$ cat config.mk
export PLATFORM = sky130hd
export DESIGN_NAME = scoreboard_spec_gen
export DESIGN_NICKNAME = d
export VERILOG_FILES = /design/src/rtl/scoreboard_spec_gen.sv
export SDC_FILE = /design/constraint.sdc
export NUM_CORES = 1
export LEC_CHECK = 0
export CAP_MARGIN = 20
export CELL_PAD_IN_SITES_DETAIL_PLACEMENT = 0
export CELL_PAD_IN_SITES_GLOBAL_PLACEMENT = 1
export CORE_MARGIN = 3
export CORE_UTILIZATION = 30
export CTS_CLUSTER_SIZE = 40
export DETAILED_ROUTE_END_ITERATION = 8
export DONT_BUFFER_PORTS = 1
export GPL_ROUTABILITY_DRIVEN = 0
export GPL_TIMING_DRIVEN = 1
export PLACE_DENSITY = 0.67
export SLEW_MARGIN = 40
export SYNTH_ARGS = -nofsm -noshare
export SYNTH_HDL_FRONTEND = slang
export SYNTH_SLANG_ARGS = --single-unit
$ cat constraint.sdc
create_clock -name CLK -period 2.87 [get_ports CLK]
set_input_delay 0.574 -clock CLK [delete_from_list [all_inputs] [get_ports CLK]]
set_output_delay 0.574 -clock CLK [all_outputs]
set_load 0.005 [all_outputs]
$ cat src/rtl/scoreboard_spec_gen.sv
// ---------------------------------------------------------------------------
// scoreboard_spec_gen
//
// Register-status scoreboard for the tensor-core scalar/matrix/GEMM pipeline.
// Tracks which architectural registers have a write in flight (and which FU
// owns that write), which functional units are occupied, and one level of
// branch speculation. Dispatch is gated on RAW, WAW, structural and branch
// hazards; accepted instructions produce a registered one-cycle issue pulse.
//
// Optional feature (compile-time macro SCOREBOARD_WB_BYPASS_EN):
//   defined   : a writeback in the current cycle removes the hazard it clears,
//               so a dependent instruction can dispatch in that same cycle.
//   undefined : hazards look at registered state only; the dependent
//               instruction dispatches one cycle after the writeback.
//
// Handshake: disp_valid/disp_ready follow valid/ready semantics. disp_ready is
// a combinational function of registered state and same-cycle writeback /
// branch-resolve inputs; it never depends on disp_valid. An instruction is
// accepted (fires) in exactly the cycles where disp_valid && disp_ready is
// high at the rising edge of CLK. disp_* inputs need only be stable then.
//
// Ports:
//   CLK, RST            clock, synchronous active-high reset
//   disp_*              decoded instruction (valid/ready, register fields,
//                       field-used flags, target FU, branch flag)
//   wb_*                NUM_WB packed writeback ports from FU completion buses
//   branch_resolved/miss outstanding-branch resolution (miss qualified by
//                       resolved)
//   iss_*               registered issue pulse and its FU / rd / spec tag
//   fu_busy             per-FU occupancy
//   spec_active         an unresolved branch is outstanding
//   dbg_state           FSM state (0 = IDLE, 1 = SPEC) for debug/checkers
// ---------------------------------------------------------------------------
module scoreboard_spec_gen #(
  parameter int NUM_REGS = 32,
  parameter int NUM_FU   = 4,
  parameter int NUM_WB   = 2,
  parameter int ZERO_REG = 1,
  localparam int REG_W   = $clog2(NUM_REGS),
  localparam int FU_W    = $clog2(NUM_FU)
) (
  input  logic                    CLK,
  input  logic                    RST,
  input  logic                    disp_valid,
  output logic                    disp_ready,
  input  logic [REG_W-1:0]        disp_rd,
  input  logic [REG_W-1:0]        disp_rs1,
  input  logic [REG_W-1:0]        disp_rs2,
  input  logic                    disp_rd_en,
  input  logic                    disp_rs1_en,
  input  logic                    disp_rs2_en,
  input  logic [FU_W-1:0]         disp_fu,
  input  logic                    disp_is_branch,
  input  logic [NUM_WB-1:0]       wb_valid,
  input  logic [NUM_WB*FU_W-1:0]  wb_fu,
  input  logic [NUM_WB*REG_W-1:0] wb_rd,
  input  logic [NUM_WB-1:0]       wb_rd_en,
  input  logic                    branch_resolved,
  input  logic                    branch_miss,
  output logic                    iss_valid,
  output logic [FU_W-1:0]         iss_fu,
  output logic [REG_W-1:0]        iss_rd,
  output logic                    iss_spec,
  output logic [NUM_FU-1:0]       fu_busy,
  output logic                    spec_active,
  output logic                    dbg_state
);

  typedef enum logic {
    IDLE = 1'b0,
    SPEC = 1'b1
  } state_e;

  state_e state_q, state_d;

  // Per-register state
  logic [NUM_REGS-1:0] pending_q, pending_d;
  logic [NUM_REGS-1:0] rspec_q, rspec_d;
  logic [FU_W-1:0]     owner_q [NUM_REGS];
  logic [FU_W-1:0]     owner_d [NUM_REGS];

  // Per-FU state
  logic [NUM_FU-1:0]   busy_q, busy_d;
  logic [NUM_FU-1:0]   fspec_q, fspec_d;

  // Issue output registers
  logic                iss_valid_q, iss_valid_d;
  logic [FU_W-1:0]     iss_fu_q, iss_fu_d;
  logic [REG_W-1:0]    iss_rd_q, iss_rd_d;
  logic                iss_spec_q, iss_spec_d;

  // With ZERO_REG set, register 0 is invisible to the scoreboard.
  function automatic logic is_zero(input logic [REG_W-1:0] idx);
    return (ZERO_REG != 0) && (idx == '0);
  endfunction

  // -------------------------------------------------------------------------
  // Writeback decode: which pending bits and busy bits the ports clear this
  // cycle. A register clear needs the completing FU to be the recorded owner;
  // a writeback from a stale owner (the register was re-targeted since) must
  // not release the newer in-flight write.
  // -------------------------------------------------------------------------
  logic [NUM_REGS-1:0] wb_pend_clr;
  logic [NUM_FU-1:0]   wb_busy_clr;

  always_comb begin
    wb_pend_clr = '0;
    wb_busy_clr = '0;
    for (int k = 0; k < NUM_WB; k++) begin
      if (wb_valid[k]) begin
        wb_busy_clr[wb_fu[k*FU_W +: FU_W]] = 1'b1;
        if (wb_rd_en[k] &&
            (owner_q[wb_rd[k*REG_W +: REG_W]] == wb_fu[k*FU_W +: FU_W])) begin
          wb_pend_clr[wb_rd[k*REG_W +: REG_W]] = 1'b1;
        end
      end
    end
  end

  // -------------------------------------------------------------------------
  // Hazard view of the state: registered, or with same-cycle writebacks
  // already applied when the bypass is built in.
  // -------------------------------------------------------------------------
  logic [NUM_REGS-1:0] pend_view;
  logic [NUM_FU-1:0]   busy_view;

`ifdef SCOREBOARD_WB_BYPASS_EN
  assign pend_view = pending_q & ~wb_pend_clr;
  assign busy_view = busy_q & ~wb_busy_clr;
`else
  assign pend_view = pending_q;
  assign busy_view = busy_q;
`endif

  logic in_spec;
  logic resolve;
  logic squash;
  logic raw_haz, waw_haz, struct_haz, branch_haz;
  logic fire;
  logic spec_tag;

  assign in_spec = (state_q == SPEC);
  // Resolution only means something while a branch is outstanding.
  assign resolve = in_spec && branch_resolved;
  assign squash  = resolve && branch_miss;

  assign raw_haz = (disp_rs1_en && !is_zero(disp_rs1) && pend_view[disp_rs1]) ||
                   (disp_rs2_en && !is_zero(disp_rs2) && pend_view[disp_rs2]);
  assign waw_haz = disp_rd_en && !is_zero(disp_rd) && pend_view[disp_rd];
  assign struct_haz = busy_view[disp_fu];
  // Only one level of speculation: a second branch waits for the first.
  assign branch_haz = disp_is_branch && in_spec;

  assign disp_ready = !(raw_haz || waw_haz || struct_haz || branch_haz || squash);
  assign fire       = disp_valid && disp_ready;

  // An instruction accepted in the cycle a branch resolves as a hit is no
  // longer under an unresolved branch, so it is tagged non-speculative.
  // Otherwise it would keep a spec bit after the spec window closed.
  assign spec_tag = in_spec && !branch_resolved;

  // -------------------------------------------------------------------------
  // Next-state logic. Order matters: writeback clears, then branch resolve
  // (squash), then dispatch sets, so a same-cycle dispatch set wins.
  // -------------------------------------------------------------------------
  always_comb begin
    state_d     = state_q;
    pending_d   = pending_q & ~wb_pend_clr;
    busy_d      = busy_q & ~wb_busy_clr;
    rspec_d     = rspec_q;
    fspec_d     = fspec_q;
    owner_d     = owner_q;
    iss_valid_d = 1'b0;
    iss_fu_d    = iss_fu_q;
    iss_rd_d    = iss_rd_q;
    iss_spec_d  = iss_spec_q;

    case (state_q)
      IDLE: begin
        if (fire && disp_is_branch) begin
          state_d = SPEC;
        end
      end
      SPEC: begin
        if (branch_resolved) begin
          state_d = IDLE;
          if (branch_miss) begin
            // Squash everything issued under the branch; non-speculative
            // entries are left exactly as writeback made them.
            pending_d = pending_d & ~rspec_q;
            busy_d    = busy_d & ~fspec_q;
          end
          rspec_d = '0;
          fspec_d = '0;
        end
      end
      default: begin
        state_d = IDLE;
      end
    endcase

    if (fire) begin
      if (disp_rd_en && !is_zero(disp_rd)) begin
        pending_d[disp_rd] = 1'b1;
        owner_d[disp_rd]   = disp_fu;
        rspec_d[disp_rd]   = spec_tag;
      end
      busy_d[disp_fu]  = 1'b1;
      fspec_d[disp_fu] = spec_tag;
      iss_valid_d      = 1'b1;
      iss_fu_d         = disp_fu;
      iss_rd_d         = disp_rd;
      iss_spec_d       = spec_tag;
    end
  end

  // -------------------------------------------------------------------------
  // State registers
  // -------------------------------------------------------------------------
  always_ff @(posedge CLK) begin
    if (RST) begin
      state_q     <= IDLE;
      pending_q   <= '0;
      rspec_q     <= '0;
      busy_q      <= '0;
      fspec_q     <= '0;
      iss_valid_q <= 1'b0;
      iss_fu_q    <= '0;
      iss_rd_q    <= '0;
      iss_spec_q  <= 1'b0;
      for (int r = 0; r < NUM_REGS; r++) begin
        owner_q[r] <= '0;
      end
    end else begin
      state_q     <= state_d;
      pending_q   <= pending_d;
      rspec_q     <= rspec_d;
      busy_q      <= busy_d;
      fspec_q     <= fspec_d;
      iss_valid_q <= iss_valid_d;
      iss_fu_q    <= iss_fu_d;
      iss_rd_q    <= iss_rd_d;
      iss_spec_q  <= iss_spec_d;
      for (int r = 0; r < NUM_REGS; r++) begin
        owner_q[r] <= owner_d[r];
      end
    end
  end

  assign iss_valid   = iss_valid_q;
  assign iss_fu      = iss_fu_q;
  assign iss_rd      = iss_rd_q;
  assign iss_spec    = iss_spec_q;
  assign fu_busy     = busy_q;
  assign spec_active = in_spec;
  assign dbg_state   = in_spec;

endmodule

==> summary.txt, run 1 <==
Status -> complete, no violations
1st-iter DRT viols -> 660
Register area share after synthesis -> 0.337
CTS root buf -> clkbuf_16
Multi-input logic area -> 5330 um2
Post-Route WL -> 30800 um
Tot Pwr -> 4.72 mW
Antenna Cells -> 0
Final instance area -> 9790 um2
Crit path cell chain -> mux4_1 > a22oi_1 > and4_4 > o21ai_1 > buf_4 > nor3_2
CTS tree -> done
Number of global-route vias before repair -> 7471
Max clock buf depth -> 2
Final net count -> 1010
Placed Area -> 9200 um2
Residual DRC -> 0
CP startpoint kind -> register
Minimum clock period after layout -> 2.77 ns
Layout Cells excl Fill -> 1356
Placed instance count -> 1325
Clk sinks -> 146
Slowest stage delay, CP -> 0.48 ns
Routed vias/inst -> 5.75
Top_reg_cell synth -> dfxtp_1
CP required -> 2.30 ns
Drt pass-1 iters -> 5
Share of cells above drive strength 1 -> 0.134
Die area -> 31000 um2
CP bufs+invs -> 1
Setup violators final -> 0
IR drop worst, VDD -> 0.429 mV
ANT nets after route -> 0
Die W -> 176 um
Clock latency on the worst-skew pair -> 0.43 ns
Synth Register Bits -> 146
Crit path max-delay family -> multiplexers
Setup ws final -> 0.101 ns
Worst-path clk slew -> 0.07 ns
Inserted Clock Buffers -> 17
Syn_nets -> 1031
Hpwl dp -> 22400 um
Power Dens Cells -> 483 nW/um2
Slew Limit Fails -> 0
Final Hold Vio Count -> 0
Critical path fanouts, max -> 3
Grt total ovfl -> 0
Worst min path class -> in2reg
# rows -> 61
Mapped Area -> 8680 um2
Critical path endpoint category -> output pin
Avg WL per Cell -> 22.7 um
Fmax -> 0.361 GHz
Largest net degree at the start of global routing -> 95
Post-synth EDFFs -> 0
Vias -> 7793
Initial Utilization -> 0.308
Synth warn -> 0
Critical path class -> reg2out
Period utilization -> 0.965
CP arrival -> 2.20 ns
Initial antenna violation count -> 1
First-pass GRT wire length -> 46500 um
Worst-Margin Slew -> 0.570 ns
Post-Place Worst Slack -> -0.118 ns
Layout Area Growth over Synthesis -> 12.7%
Fill cell count -> 2942
Leakage -> 3.79 nW
Post-synth cell types -> 59
Fin Setup TNS -> 0 ns
Core region area -> 28200 um2
Register Area -> 2920 um2
I/O Buffers -> 0
Setup Buffers After CTS -> 0
Max-slew headroom -> 0.620
Global Route Usage Sum -> 0.196
Mapped Cells -> 987
Clock Skew -> 0.0129 ns
Die Y -> 176 um
Max Cap Viol -> 0
Number of I/O pins -> 60
Worst path slowest cell -> mux4_1
RSZ-0062 raised after global routing -> false
Ys async rst share -> 0
# H-tree levels -> 4
Syn_area_per_cell -> 8.80 um2
[registers in the layout (all words and copies together) (netlist names)]
name and cells:
iss_valid 1, iss_spec 1, fspec_q 4, dbg_state 1, fu_busy 4, pend_view 32, rspec_q 32, owner_q 64
iss_rd 5, iss_fu 2
[worst paths after layout]
check	endpoint	cells after the start	slack [ns]	from
worst min-delay path	fu_busy[1]	1	0.20	RST
worst max register to register	fspec_q[1]	7	0.25	pend_view[9]
worst min register to register	rspec_q[17]	2	0.46	rspec_q[17]
worst max-delay path	disp_ready	6	0.10	pend_view[0]
[final cells by class]
| class | count | area share |
|---|---|---|
| timing repair buffer | 49 | 0.0427 |
| sequential | 146 | 0.299 |
| clock inverter | 11 | 0.0133 |
| clock buffer | 20 | 0.0456 |
| multi-input combinational | 734 | 0.544 |
| inverter | 18 | 0.00690 |
| tap | 378 | 0.0483 |
[power breakdown]
| group | leakage, nW | total, mW | switching (mW) | internal (mW) |
|---|---|---|---|---|
| clock network | 0.269 | 2.23 | 0.926 | 1.30 |
| logic | 2.34 | 0.426 | 0.261 | 0.166 |
| registers | 1.18 | 2.07 | 0.0189 | 2.05 |
[routing by layer]
| metal | global-route usage | share of wire | wire length [um] |
|---|---|---|---|
| met5 | 0 | 0 | 0 |
| met3 | 0.0400 | 0.063 | 1950 |
| met2 | 0.310 | 0.46 | 14300 |
| met1 | 0.265 | 0.45 | 13700 |
| met4 | 0.0683 | 0.028 | 867 |
[what timing repair did]
item                                   4_1_cts  5_1_grt
endpoints found under the hold margin        0        0
gates resized for setup                      2        2
setup endpoints to repair                    1        1
pin swaps                                    0        1
hold buffers                                 0        0
[cell usage in the layout, fill, tap and decap left out, types with 11 or more instances in the layout]
cell type,netlist,layout
mux2i_1,170,170
nand2_1,155,155
dfxtp_1,146,146
nand3_1,48,48
buf_4,1,45
nor3_1,45,44
a21oi_1,31,30
o221ai_1,29,28
nor2_1,26,26
mux4_2,16,17
or3_1,17,17
inv_1,17,17
o2bb2ai_1,17,17
o31ai_1,17,17
clkbuf_16,0,17
o21ai_0,15,15
nand3b_1,13,13
nand2b_1,12,12
or3b_2,11,11
[through the flow]
stage	hold WS [ns]	utilization
floorplan	0.430	-
CTS	0.195	0.348
detailed placement	0.446	0.327
global placement	0.444	0.327
global route	0.191	0.348
finish	0.200	0.348
[Yosys cell counts (4+ instances only)]
library cell / number / area [um2]
mux2i_1: 170 / 1700
nand2_1: 155 / 582
dfxtp_1: 146 / 2920
clkbuf_1: 66 / 248
nand3_1: 48 / 240
nor3_1: 45 / 225
a21oi_1: 31 / 155
o221ai_1: 29 / 254
nor2_1: 26 / 97.6
inv_1: 17 / 63.8
o2bb2ai_1: 17 / 149
o31ai_1: 17 / 128
or3_1: 17 / 106
mux4_2: 16 / 360
o21ai_0: 15 / 75.1
buf_2: 13 / 65.1
nand3b_1: 13 / 97.6
nand2b_1: 12 / 75.1
a22oi_1: 11 / 82.6
or3b_2: 11 / 96.3
o22ai_1: 10 / 62.6
o41ai_1: 9 / 78.8
and3_1: 7 / 43.8
or2_2: 7 / 43.8
buf_1: 6 / 22.5
o32ai_1: 6 / 52.6
mux4_1: 5 / 131
a31oi_1: 4 / 25.0
and2_1: 4 / 25.0
nor2b_1: 4 / 25.0
nor3b_1: 4 / 30.0
[worst register-to-register path: stages (launching register included)]
cell and delay (ns):
dfxtp_1 0.37, mux4_2 0.48, mux2_2 0.27, o221ai_1 0.21, a31oi_1 0.13, or4_4 0.54
or3_4 0.37, mux2i_1 0.13
[kinds of logic (layout without fill, tap and decap cells)]
kind of cell | Yosys count | in the layout | share of synthesized area
simple gates | 370 | 370 | 0.211
mux | 194 | 194 | 0.257
compound gates | 170 | 170 | 0.144
flops | 146 | 146 | 0.337
buf+inv | 107 | 98 | 0.0516
Note: power is estimated with default switching activity, not from simulation.
==> run 2, diff against run 1 <==
Settings changed: HOLD_SLACK_MARGIN set to 0.12.
==> results of run 2 <==
No change in the layout: final DEF, timing and power equal those of run 1.
==> run 3, diff against run 2 <==
Settings changed: ABC_AREA set to 1, PLACE_DENSITY 0.67 to 0.73.
==> run 3 against run 2 <==
Net effect: combinational power increased by 20%; clock power is essentially flat; worst setup slack gained 0.013 ns; sequential cell count unchanged.
==> summary.txt, run 3 <==
Share of cells above drive strength 1 -> 0.0675 (-0.0664)
Mapped Cells -> 1750 (+77%)
Fill cell count -> 3515 (+19%)
Period utilization -> 0.960 (-0.00448)
Largest register FFs -> 64 (unchanged)
Most area-hungry cell type in the Yosys netlist -> dfxtp_1
Die Y -> 187 um (+6.4%)
Global Route Usage Sum -> 0.223 (+0.0275)
Register Area -> 2920 um2 (unchanged)
Avg WL per Cell -> 18.2 um (-20%)
Hpwl dp -> 28300 um (+26%)
Synth warn -> 0 (unchanged)
Final Hold Vio Count -> 0 (unchanged)
Fin Setup TNS -> 0 ns (unchanged)
Slew Limit Fails -> 0 (unchanged)
Die area -> 35100 um2 (+13%)
Worst-path clk slew -> 0.08 ns (about the same)
HP Start -> RST
R2R depth -> 14 (+7)
Leakage -> 4.90 nW (+29%)
Max-slew headroom -> 0.509 (-0.111)
Initial antenna violation count -> 2 (+1)
Vias -> 11200 (+44%)
R2r setup slk -> 0.36 ns (+0.11 ns)
Clk sinks -> 146 (unchanged)
Grt total ovfl -> 0 (unchanged)
RSZ-0062 raised after global routing -> false
Hold Path End -> iss_fu[1]
Ys async rst share -> 0 (unchanged)
Critical path endpoint category -> output pin
Mapped Area -> 9870 um2 (+14%)
Initial Utilization -> 0.309 (+0.000556)
Number of I/O pins -> 60 (unchanged)
Clock latency on the worst-skew pair -> 0.45 ns (+0.02 ns)
Setup Buffers After CTS -> 0 (unchanged)
Fmax -> 0.363 GHz (+0.47%)
Combinational group share of total power -> 0.106 (+0.016)
Post-synth EDFFs -> 0 (unchanged)
Max clock buf depth -> 2 (unchanged)
Die W -> 187 um (+6.4%)
Biggest register -> owner_q
Most frequent cells in the layout -> 584 x nand2_1, 268 x nor2_1, 200 x nand3_1
Post-Synth Adder-Cell Area -> 0 (unchanged)
Max Cap Viol -> 0 (unchanged)
Largest family of logic cells by synthesized area -> simple AND/OR/NAND/NOR gates
XOR/XNOR share of the synthesized area -> 0 (unchanged)
Status -> complete, no violations
IR drop worst, VDD -> 0.408 mV (-5.0%)
Routed vias/inst -> 5.15 (-10%)
Mux share of post-synthesis cell area -> 0 (-0.257)
I/O Buffers -> 0 (unchanged)
Post-Synth Simple-Gate Area -> 0.488 (+0.277)
FF-to-FF Start -> pend_view[9]
Hold buffer count at cts -> 0 (unchanged)
Post-synth top area share -> 0.296 (-0.0406)
Worst-Margin Slew -> 0.736 ns (+0.166 ns)
Number of global-route vias before repair -> 10300 (+37%)
CTS tree -> done
Synth Register Bits -> 146 (unchanged)
Most common cell after layout, fill and taps aside -> nand2_1
First-pass GRT wire length -> 61400 um (+32%)
CTS root buf -> clkbuf_16
Internal -> 3.34 mW (-5.0%)
Clock network power share -> 0.464 (-0.008)
WHS Path Cells -> 1 (unchanged)
Synth Area in Compound Gates -> 0.108 (-0.0363)
Worst min path class -> in2reg
Syn_area_per_cell -> 5.64 um2 (-36%)
Final instance area -> 11100 um2 (+13%)
Sw Ratio -> 0.304 (+0.0483)
# rows -> 65 (+6.6%)
Crit path from -> pend_view[9]
Seq pwr share -> 0.430 (-0.007)
Most frequent cell after synthesis -> nand2_1
Residual DRC -> 0 (unchanged)
Final net count -> 1779 (+76%)
Minimum clock period after layout -> 2.76 ns (-0.0129 ns)
Leading cell types by count after synthesis -> 584 x nand2_1, 271 x nor2_1, 200 x nand3_1
Synth area leaders -> dfxtp_1 30%, nand2_1 22%, nor2_1 10%
Register area share after synthesis -> 0.296 (-0.0406)
Inserted Clock Buffers -> 17 (unchanged)
CP arrival -> 2.18 ns (-0.02 ns)
Reg-to-reg critical path endpoint -> owner_q[33]
Antenna Cells -> 0 (unchanged)
Drt pass-1 iters -> 7 (+2)
Post-synth cell types -> 30 (-49%)
Placed Area -> 10500 um2 (+14%)
Largest net degree at the start of global routing -> 68 (-28%)
Layout Area Growth over Synthesis -> 12.5%
Core region area -> 32000 um2 (+13%)
Critical path class -> reg2out
Switching power -> 1.46 mW (+21%)
ANT nets after route -> 0 (unchanged)
Top_reg_cell synth -> dfxtp_1
Syn_nets -> 1794 (+74%)
Power Dens Cells -> 432 nW/um2 (-10%)
CP required -> 2.30 ns (about the same)
Clock Skew -> 0.0149 ns (+0.00202 ns)
1st-iter DRT viols -> 1258 (+91%)
Critical path fanouts, max -> 8 (+5)
Multi-input logic area -> 5890 um2 (+11%)
Post-Route WL -> 39700 um (+29%)
CP startpoint kind -> register
Setup violators final -> 0 (unchanged)
PostCTS Resize Cnt -> 1 (-1)
# H-tree levels -> 4 (unchanged)
## run 3: through the flow
stage / util / hold WS, ns / worst slack, ns / total power [mW] / cells
2_1_floorplan: - / 0.419 / 0.287 / 2.50 / 1750
3_3_place_gp: 0.330 / 0.431 / 0.131 / 2.61 / 2151
3_5_place_dp: 0.330 / 0.432 / 0.140 / 2.61 / 2151
4_1_cts: 0.347 / 0.172 / 0.117 / 4.83 / 2183
5_1_grt: 0.347 / 0.180 / 0.0113 / 4.94 / 2183
6_report: 0.347 / 0.191 / 0.114 / 4.80 / 2183
## run 3: how the worst max path moves through the flow
stage	cells after the start	to
finish	10	disp_ready
global route	9	disp_ready
detailed placement	13	owner_q[33]
CTS	9	disp_ready
global placement	12	owner_q[32]
floorplan	15	disp_ready
## run 3: worst max-delay path, stage by stage (launching register included)
cell	delay [ns]
dfxtp_1	0.39
inv_1	0.23
nand2_1	0.09
nand3_1	0.09
nand3_1	0.07
nand3_1	0.08
nand2_1	0.05
nand3_1	0.12
nand3_1	0.13
nor2_4	0.29
buf_4	0.20
## run 3: power groups by stage
| stage | logic, mW | clock network [mW] | registers (mW) |
|---|---|---|---|
| 6_report | 0.511 | 2.23 | 2.06 |
| 5_1_grt | 0.550 | 2.33 | 2.06 |
| 4_1_cts | 0.503 | 2.27 | 2.06 |
| 3_5_place_dp | 0.501 | 0 | 2.11 |
| 3_3_place_gp | 0.500 | 0 | 2.11 |
| 2_1_floorplan | 0.398 | 0 | 2.10 |
## run 3: area by class of cell
| class | count | share of cell area |
|---|---|---|
| clock inverters | 15 | 0.0125 |
| repair buffers | 59 | 0.0478 |
| flip-flops and latches | 146 | 0.263 |
| multi-input cells | 1338 | 0.531 |
| inverters | 173 | 0.0585 |
| well taps | 435 | 0.0490 |
| clock buffers | 17 | 0.0383 |
## run 3: logic make-up after synthesis
logic type | Yosys count
AOI/OAI and AO/OA | 203
buffers and inverters | 266
DFF | 146
and+or+nand+nor | 1135
## run 3: routing by layer
layer	track usage	wire length [um]	vias up
met4	0.0667	935	4
met3	0.0465	3340	62
met5	0	34	-
li1	-	-	5533
met1	0.305	17500	5203
met2	0.354	17900	432
